`config.mk`:
```
export PLATFORM = sky130hd
export DESIGN_NAME = uart_stream_capture
export DESIGN_NICKNAME = d
export VERILOG_FILES = /design/src/rtl/uart_stream_capture.sv
export SDC_FILE = /design/constraint.sdc
export NUM_CORES = 1
export LEC_CHECK = 0
export CELL_PAD_IN_SITES_DETAIL_PLACEMENT = 0
export CELL_PAD_IN_SITES_GLOBAL_PLACEMENT = 2
export CORE_MARGIN = 1
export CORE_UTILIZATION = 39
export DETAILED_ROUTE_END_ITERATION = 7
export GPL_ROUTABILITY_DRIVEN = 0
export PLACE_DENSITY_LB_ADDON = 0.3
export SLEW_MARGIN = 5
export SYNTH_ARGS = -nofsm -noshare
export SYNTH_HDL_FRONTEND = slang
export SYNTH_SLANG_ARGS = --single-unit
```
`constraint.sdc`:
```
create_clock -name CLK -period 6.8 [get_ports CLK]
set_input_delay 1.02 -clock CLK [delete_from_list [all_inputs] [get_ports CLK]]
set_output_delay 1.02 -clock CLK [all_outputs]
set_load 0.01 [all_outputs]
```
`src/rtl/uart_stream_capture.sv`:
```
// 8N1 UART capture receiver with a valid/ready byte FIFO, line-end and end-of-test flags.
// Optional console echo and auto-finish when UART_STREAM_CAPTURE_DISPLAY_EN is defined.
//
// state   | meaning
// --------+------------------------------------------------------------
// S_IDLE  | line idle, waiting for a falling edge on rx_s
// S_START | timing to mid start bit, rejects glitches
// S_DATA  | sampling 8 data bits LSB first, one per bit time
// S_STOP  | sampling stop bit; good stop completes the byte
// S_BREAK | stop bit was low, waiting for the line to return high
module uart_stream_capture #(
  parameter int          CLKS_PER_BIT = 16,
  parameter int          FIFO_DEPTH   = 16,
  parameter logic [7:0]  EOT_CHAR     = 8'h04,
  parameter logic [7:0]  EOL_CHAR     = 8'h0A
) (
  input  logic        CLK,
  input  logic        RESET,
  input  logic        RXD,
  output logic        OUT_VALID,
  input  logic        OUT_READY,
  output logic [7:0]  OUT_DATA,
  output logic        LINE_END,
  output logic        FRAME_ERR,
  output logic        OVERFLOW,
  output logic        SIMULATIONEND,
  output logic [15:0] BYTE_COUNT
);

  localparam int HALF = CLKS_PER_BIT / 2;
  localparam int TW   = $clog2(CLKS_PER_BIT);
  localparam int AW   = $clog2(FIFO_DEPTH);
  // The edge-detect cycle already counts toward the half bit, hence HALF-2.
  localparam logic [TW-1:0] START_LOAD = TW'(HALF - 2);
  localparam logic [TW-1:0] BIT_LOAD   = TW'(CLKS_PER_BIT - 1);

  typedef enum logic [2:0] {S_IDLE, S_START, S_DATA, S_STOP, S_BREAK} state_t;

  state_t          state_q, state_d;
  logic            sync1_q, rx_s_q, rx_prev_q;
  logic [TW-1:0]   timer_q, timer_d;
  logic [2:0]      bit_cnt_q, bit_cnt_d;
  logic [7:0]      shift_q, shift_d;
  logic            byte_done_q, byte_done_d;
  logic            line_end_q, line_end_d;
  logic            frame_err_q, frame_err_d;
  logic            sim_end_q, sim_end_d;

  logic [7:0]      mem_q [FIFO_DEPTH];
  logic [AW-1:0]   wr_ptr_q, wr_ptr_d, rd_ptr_q, rd_ptr_d;
  logic [AW:0]     count_q, count_d;
  logic            overflow_q, overflow_d;
  logic [15:0]     byte_count_q, byte_count_d;
  logic [7:0]      last_q, last_d;
  logic            full, push, pop, drop, tc;

  always_comb begin
    state_d     = state_q;
    timer_d     = timer_q;
    bit_cnt_d   = bit_cnt_q;
    shift_d     = shift_q;
    byte_done_d = 1'b0;
    line_end_d  = 1'b0;
    frame_err_d = 1'b0;
    sim_end_d   = sim_end_q;
    tc          = (timer_q == '0);
    unique case (state_q)
      S_IDLE: begin
        if (rx_prev_q && !rx_s_q) begin
          state_d   = S_START;
          timer_d   = START_LOAD;
          bit_cnt_d = 3'd0;
        end
      end
      S_START: begin
        if (tc) begin
          if (!rx_s_q) begin
            state_d = S_DATA;
            timer_d = BIT_LOAD;
          end else begin
            state_d = S_IDLE;
          end
        end else begin
          timer_d = timer_q - TW'(1);
        end
      end
      S_DATA: begin
        if (tc) begin
          shift_d = {rx_s_q, shift_q[7:1]};
          timer_d = BIT_LOAD;
          if (bit_cnt_q == 3'd7) state_d = S_STOP;
          else bit_cnt_d = bit_cnt_q + 3'd1;
        end else begin
          timer_d = timer_q - TW'(1);
        end
      end
      S_STOP: begin
        if (tc) begin
          if (rx_s_q) begin
            byte_done_d = 1'b1;
            line_end_d  = (shift_q == EOL_CHAR);
            if (shift_q == EOT_CHAR) sim_end_d = 1'b1;
            state_d = S_IDLE;
          end else begin
            frame_err_d = 1'b1;
            state_d     = S_BREAK;
          end
        end else begin
          timer_d = timer_q - TW'(1);
        end
      end
      S_BREAK: begin
        if (rx_s_q) state_d = S_IDLE;
      end
      default: state_d = S_IDLE;
    endcase
  end

  // shift_q stays stable through the completion cycle, so it is the push data.
  always_comb begin
    full         = (count_q == (AW+1)'(FIFO_DEPTH));
    pop          = OUT_VALID && OUT_READY;
    push         = byte_done_q && (!full || pop);
    drop         = byte_done_q && full && !pop;
    wr_ptr_d     = push ? wr_ptr_q + AW'(1) : wr_ptr_q;
    rd_ptr_d     = pop ? rd_ptr_q + AW'(1) : rd_ptr_q;
    overflow_d   = overflow_q | drop;
    byte_count_d = push ? byte_count_q + 16'd1 : byte_count_q;
    last_d       = pop ? mem_q[rd_ptr_q] : last_q;
    unique case ({push, pop})
      2'b10:   count_d = count_q + (AW+1)'(1);
      2'b01:   count_d = count_q - (AW+1)'(1);
      default: count_d = count_q;
    endcase
  end

  always_ff @(posedge CLK) begin
    if (RESET) begin
      state_q      <= S_IDLE;
      sync1_q      <= 1'b1;
      rx_s_q       <= 1'b1;
      rx_prev_q    <= 1'b1;
      timer_q      <= '0;
      bit_cnt_q    <= 3'd0;
      shift_q      <= 8'h00;
      byte_done_q  <= 1'b0;
      line_end_q   <= 1'b0;
      frame_err_q  <= 1'b0;
      sim_end_q    <= 1'b0;
      wr_ptr_q     <= '0;
      rd_ptr_q     <= '0;
      count_q      <= '0;
      overflow_q   <= 1'b0;
      byte_count_q <= 16'd0;
      last_q       <= 8'h00;
    end else begin
      state_q      <= state_d;
      sync1_q      <= RXD;
      rx_s_q       <= sync1_q;
      rx_prev_q    <= rx_s_q;
      timer_q      <= timer_d;
      bit_cnt_q    <= bit_cnt_d;
      shift_q      <= shift_d;
      byte_done_q  <= byte_done_d;
      line_end_q   <= line_end_d;
      frame_err_q  <= frame_err_d;
      sim_end_q    <= sim_end_d;
      wr_ptr_q     <= wr_ptr_d;
      rd_ptr_q     <= rd_ptr_d;
      count_q      <= count_d;
      overflow_q   <= overflow_d;
      byte_count_q <= byte_count_d;
      last_q       <= last_d;
    end
  end

  always_ff @(posedge CLK) begin
    if (push) mem_q[wr_ptr_q] <= shift_q;
  end

  assign OUT_VALID     = (count_q != '0);
  assign OUT_DATA      = OUT_VALID ? mem_q[rd_ptr_q] : last_q;
  assign LINE_END      = line_end_q;
  assign FRAME_ERR     = frame_err_q;
  assign OVERFLOW      = overflow_q;
  assign SIMULATIONEND = sim_end_q;
  assign BYTE_COUNT    = byte_count_q;

`ifdef UART_STREAM_CAPTURE_DISPLAY_EN
  logic line_start_q;
  int   eot_cnt_q;

  always @(posedge CLK) begin
    if (RESET) begin
      line_start_q <= 1'b1;
      eot_cnt_q    <= 0;
    end else begin
      if (byte_done_q) begin
        if (line_start_q) $write("[UART] ");
        $write("%c", shift_q);
        line_start_q <= (shift_q == EOL_CHAR);
        if (shift_q == EOT_CHAR) begin
          $display("\nTest Ended");
          eot_cnt_q <= 10;
        end
      end
      if (frame_err_q) $display("[UART] warning: frame error at %0t", $time);
      if (drop) $display("[UART] warning: FIFO overflow, byte dropped at %0t", $time);
      if (eot_cnt_q > 0) begin
        if (eot_cnt_q == 1) $finish;
        eot_cnt_q <= eot_cnt_q - 1;
      end
    end
  end
`endif

endmodule
```
==> results.md <==
* Status: complete, no violations
* Worst reg2reg path endpoint: count_q[4]$_SDFFE_PP0P_
* Drt drc at 0
* Setup CP Type: reg2out
* Critical path endpoint category: output port
* CP Launch Type: register
* First-pass GRT wire length at 25270 um
* Crit path required time at 5.78 ns
* Async set-reset flop share out of synthesis at 0
* Post-Route Setup TNS at 0 ns
* Met3 Track Usage GR at 0.03113
* Drt wl/cell at 17.95 um
* CTS tree: built
* Clock Pin Slew Worst Setup and Hold Paths at 0.07 ns
* Final Util at 0.4540
* Largest net degree at the start of global routing at 62
* CP max stage delay at 0.86 ns
* Postcts setup bufs at 0
* Synthesized instance count at 577
* WHS Path Cells at 1
* Total grt overflow at 0
* Final WL at 15850 um
* Distinct cell type count after synthesis at 58
* Crit share post-route at 0.6116
* Post-CTS sizing at 0
* Overall Global Routing Usage at 0.1589
* Core area at 20170 sq um
* Drt first pass iters at 4
* Leak Pwr at 3.046 nW
* Ratio of cells with drive above 1 in the final layout at 0.1354
* # H-tree levels at 4
* GR peak layer: met2
* Yosys reg bits at 195
* RSZ-0062 raised after global routing: false
* Layout Area Growth over Synthesis at 14.34%
* Fin nets at 615
* Die footprint at 21110 sq um
* Reg2Reg Depth at 8
* Met2 Resource Use GR at 0.2659
* DRT antenna net count at 0
* Sequential fraction of the synthesis area at 0.6475
* Tot Pwr at 2.801 mW
* Row cnt at 52
* Worst slew pin tran at 1.243 ns
* Starting density of the core at 0.3970
* Sequence of cells on the critical path: or4_4, nor2_1, nand2_1, o21ai_0, clkdlybuf4s50_1
* Clock latency on the worst-skew pair at 0.43 ns
* Via density at 5.243
* Slew headroom at 0.1652
* Die Y at 145.3 um
* Hold wc startpoint: sync1_q$_SDFF_PP1_
* DR iter-0 viols at 244
* Ys Warns at 0
* # setup viols final at 0
* Clock Path Buffers at 2
* Inserted Diodes at 0
* WHS Endpoint: rx_s_q$_SDFF_PP1_
* R2r setup slk at 3.95 ns
* Vias in the first global route at 4678
* Worst R2R Start: count_q[1]$_SDFFE_PP0P_
* Initial antenna violation count at 0
* Met1 usage at 0.2056
* Cts-stage hold buffer count at 0
* Final-report max-slew violation count at 0
* Post-route design area at 9156 sq um
* Number of enable flip-flop cells after synthesis at 128
* Syn_nets at 592
* Critical path's slowest cell: nor2_1
* Worst endpoint data arrival time at 3.14 ns
* Ys flop type: edfxtp_1
* Fmax at 240.4 MHz
* CTS buffer count at 17
* Num ports at 33
* Vias at 4630
* Crit-path max FO at 17
* Sink Count at 195
* Width of the chip at 145.3 um
* Endpoints failing hold at 0
* Final hold slack at 0.4185 ns
* Root Buffer: clkbuf_16
* Worst clock skew at 0.006803 ns
* Type of the tightest min-delay check: reg2reg
* HPWL Detailed at 10240 um
* Port Buffer Count at 32
* Post-layout min period at 4.159 ns
* Placed Area at 8546 sq um
* Avg Inst Size Synth at 13.88 sq um
* PD cells at 306.0 nW/um^2
* Max-Cap Viols at 0
* IR drop worst, VDD at 0.1616 mV
* Synthesized area at 8008 sq um
cell usage in the layout (no fill, tap or decap), types with 4 or more instances in the layout:
cell type / netlist / final
nand2_1: 36 / 36
or3_1: 11 / 11
clkbuf_16: 0 / 17
nor3b_1: 4 / 4
o21ai_0: 31 / 30
o211ai_1: 4 / 4
a22o_1: 16 / 16
ha_1: 11 / 11
and3_1: 5 / 5
or2_2: 5 / 5
nand3_1: 4 / 4
mux2i_1: 15 / 15
clkdlybuf4s50_1: 0 / 31
mux4_2: 32 / 32
inv_1: 11 / 11
nand2b_1: 6 / 6
nor2_1: 61 / 61
a21oi_1: 25 / 25
nor2b_1: 5 / 5
xnor2_1: 5 / 5
xor2_1: 10 / 10
nor3_1: 8 / 7
dfxtp_1: 67 / 65
edfxtp_1: 128 / 128
sequential cells by signal, summed over array words and instances (netlist names), named ones only:
signal / count
LINE_END: 1
rx_s_q: 1
OVERFLOW: 1
wr_ptr_q: 4
sync1_q: 1
bit_cnt_q: 3
BYTE_COUNT: 16
rd_ptr_q: 4
last_q: 8
state_q: 3
timer_q: 4
mem_q: 128
SIMULATIONEND: 1
shift_q: 8
FRAME_ERR: 1
byte_done_q: 1
rx_prev_q: 1
count_q: 5
metrics by stage:
stage / setup slack, ns / instances
after floorplan: 3.806 / 577
after global placement: 3.039 / 851
after detailed placement: 2.804 / 851
after CTS: 2.522 / 883
after global routing: 2.328 / 883
final: 2.641 / 883
cells in the mapped netlist (2+ instances only):
cell type,count,area share
edfxtp_1,128,0.48
dfxtp_1,67,0.17
nor2_1,61,0.029
nand2_1,36,0.017
mux4_2,32,0.090
o21ai_0,31,0.019
a21oi_1,25,0.016
clkbuf_1,18,0.0084
a22o_1,16,0.017
mux2i_1,15,0.019
ha_1,11,0.017
inv_1,11,0.0052
or3_1,11,0.0086
xor2_1,10,0.011
buf_2,8,0.0050
nor3_1,8,0.0050
nand2b_1,6,0.0047
and3_1,5,0.0039
nor2b_1,5,0.0039
or2_2,5,0.0039
xnor2_1,5,0.0055
nand3_1,4,0.0025
nor3b_1,4,0.0038
o211ai_1,4,0.0038
a31oi_1,3,0.0023
and4_1,3,0.0033
nor4_1,3,0.0023
o2111ai_1,3,0.0033
or4_1,3,0.0028
a2111oi_0,2,0.0022
a211oi_1,2,0.0019
buf_1,2,0.00094
buf_6,2,0.0028
mux2_2,2,0.0028
nand4_1,2,0.0016
o31ai_1,2,0.0019
power breakdown:
part | switching, mW | internal [mW]
Combinational | 0.264 | 0.189
Sequential | 0.0389 | 1.28
Clock | 0.445 | 0.580
Total | 0.748 | 2.05
cell families after synthesis:
logic type | after synthesis | share of synthesized area
muxes | 49 | 0.1116
adders and majority gates | 11 | 0.01719
xor gates and xnor gates | 15 | 0.01641
DFF | 195 | 0.6475
AOI/OAI and AO/OA | 102 | 0.08484
and+or+nand+nor | 163 | 0.09969
buffers and inverters | 42 | 0.02281
layer usage:
layer / vias up / part of all wire
li1: 2236 / -
met1: 2322 / 0.47
met2: 58 / 0.49
met3: 14 / 0.027
met4: 0 / 0.012
met5: - / 0
critical path: cells and delay by family (launching register included):
| family | cells | cell delay [ns] |
|---|---|---|
| buffers and inverters | 1 | 0.56 |
| AO/OA/AOI/OAI | 1 | 0.12 |
| flip-flops | 1 | 0.39 |
| AND/OR/NAND/NOR | 3 | 1.63 |
how the worst max path moves through the flow:
stage          slack (ns)               endpoint               startpoint
2_1_floorplan        3.81  mem_q[0][0]$_DFFE_PP_                OUT_READY
3_3_place_gp         3.04  mem_q[2][2]$_DFFE_PP_                OUT_READY
3_5_place_dp         2.80  mem_q[2][1]$_DFFE_PP_                OUT_READY
4_1_cts              2.52            OUT_DATA[3]  count_q[1]$_SDFFE_PP0P_
5_1_grt              2.33            OUT_DATA[3]  count_q[0]$_SDFFE_PP0P_
6_report             2.64            OUT_DATA[3]  count_q[1]$_SDFFE_PP0P_
cell type report:
class                      instances  area, sq um
inverter                          12        45.04
sequential                       195         5187
clock buffer                      20        466.7
fill                            1802        11010
tap                              270        337.8
clock inverter                    12        143.9
timing repair buffer              34        330.3
multi-input combinational        340         2645
(Power assumes the default switching activity.)
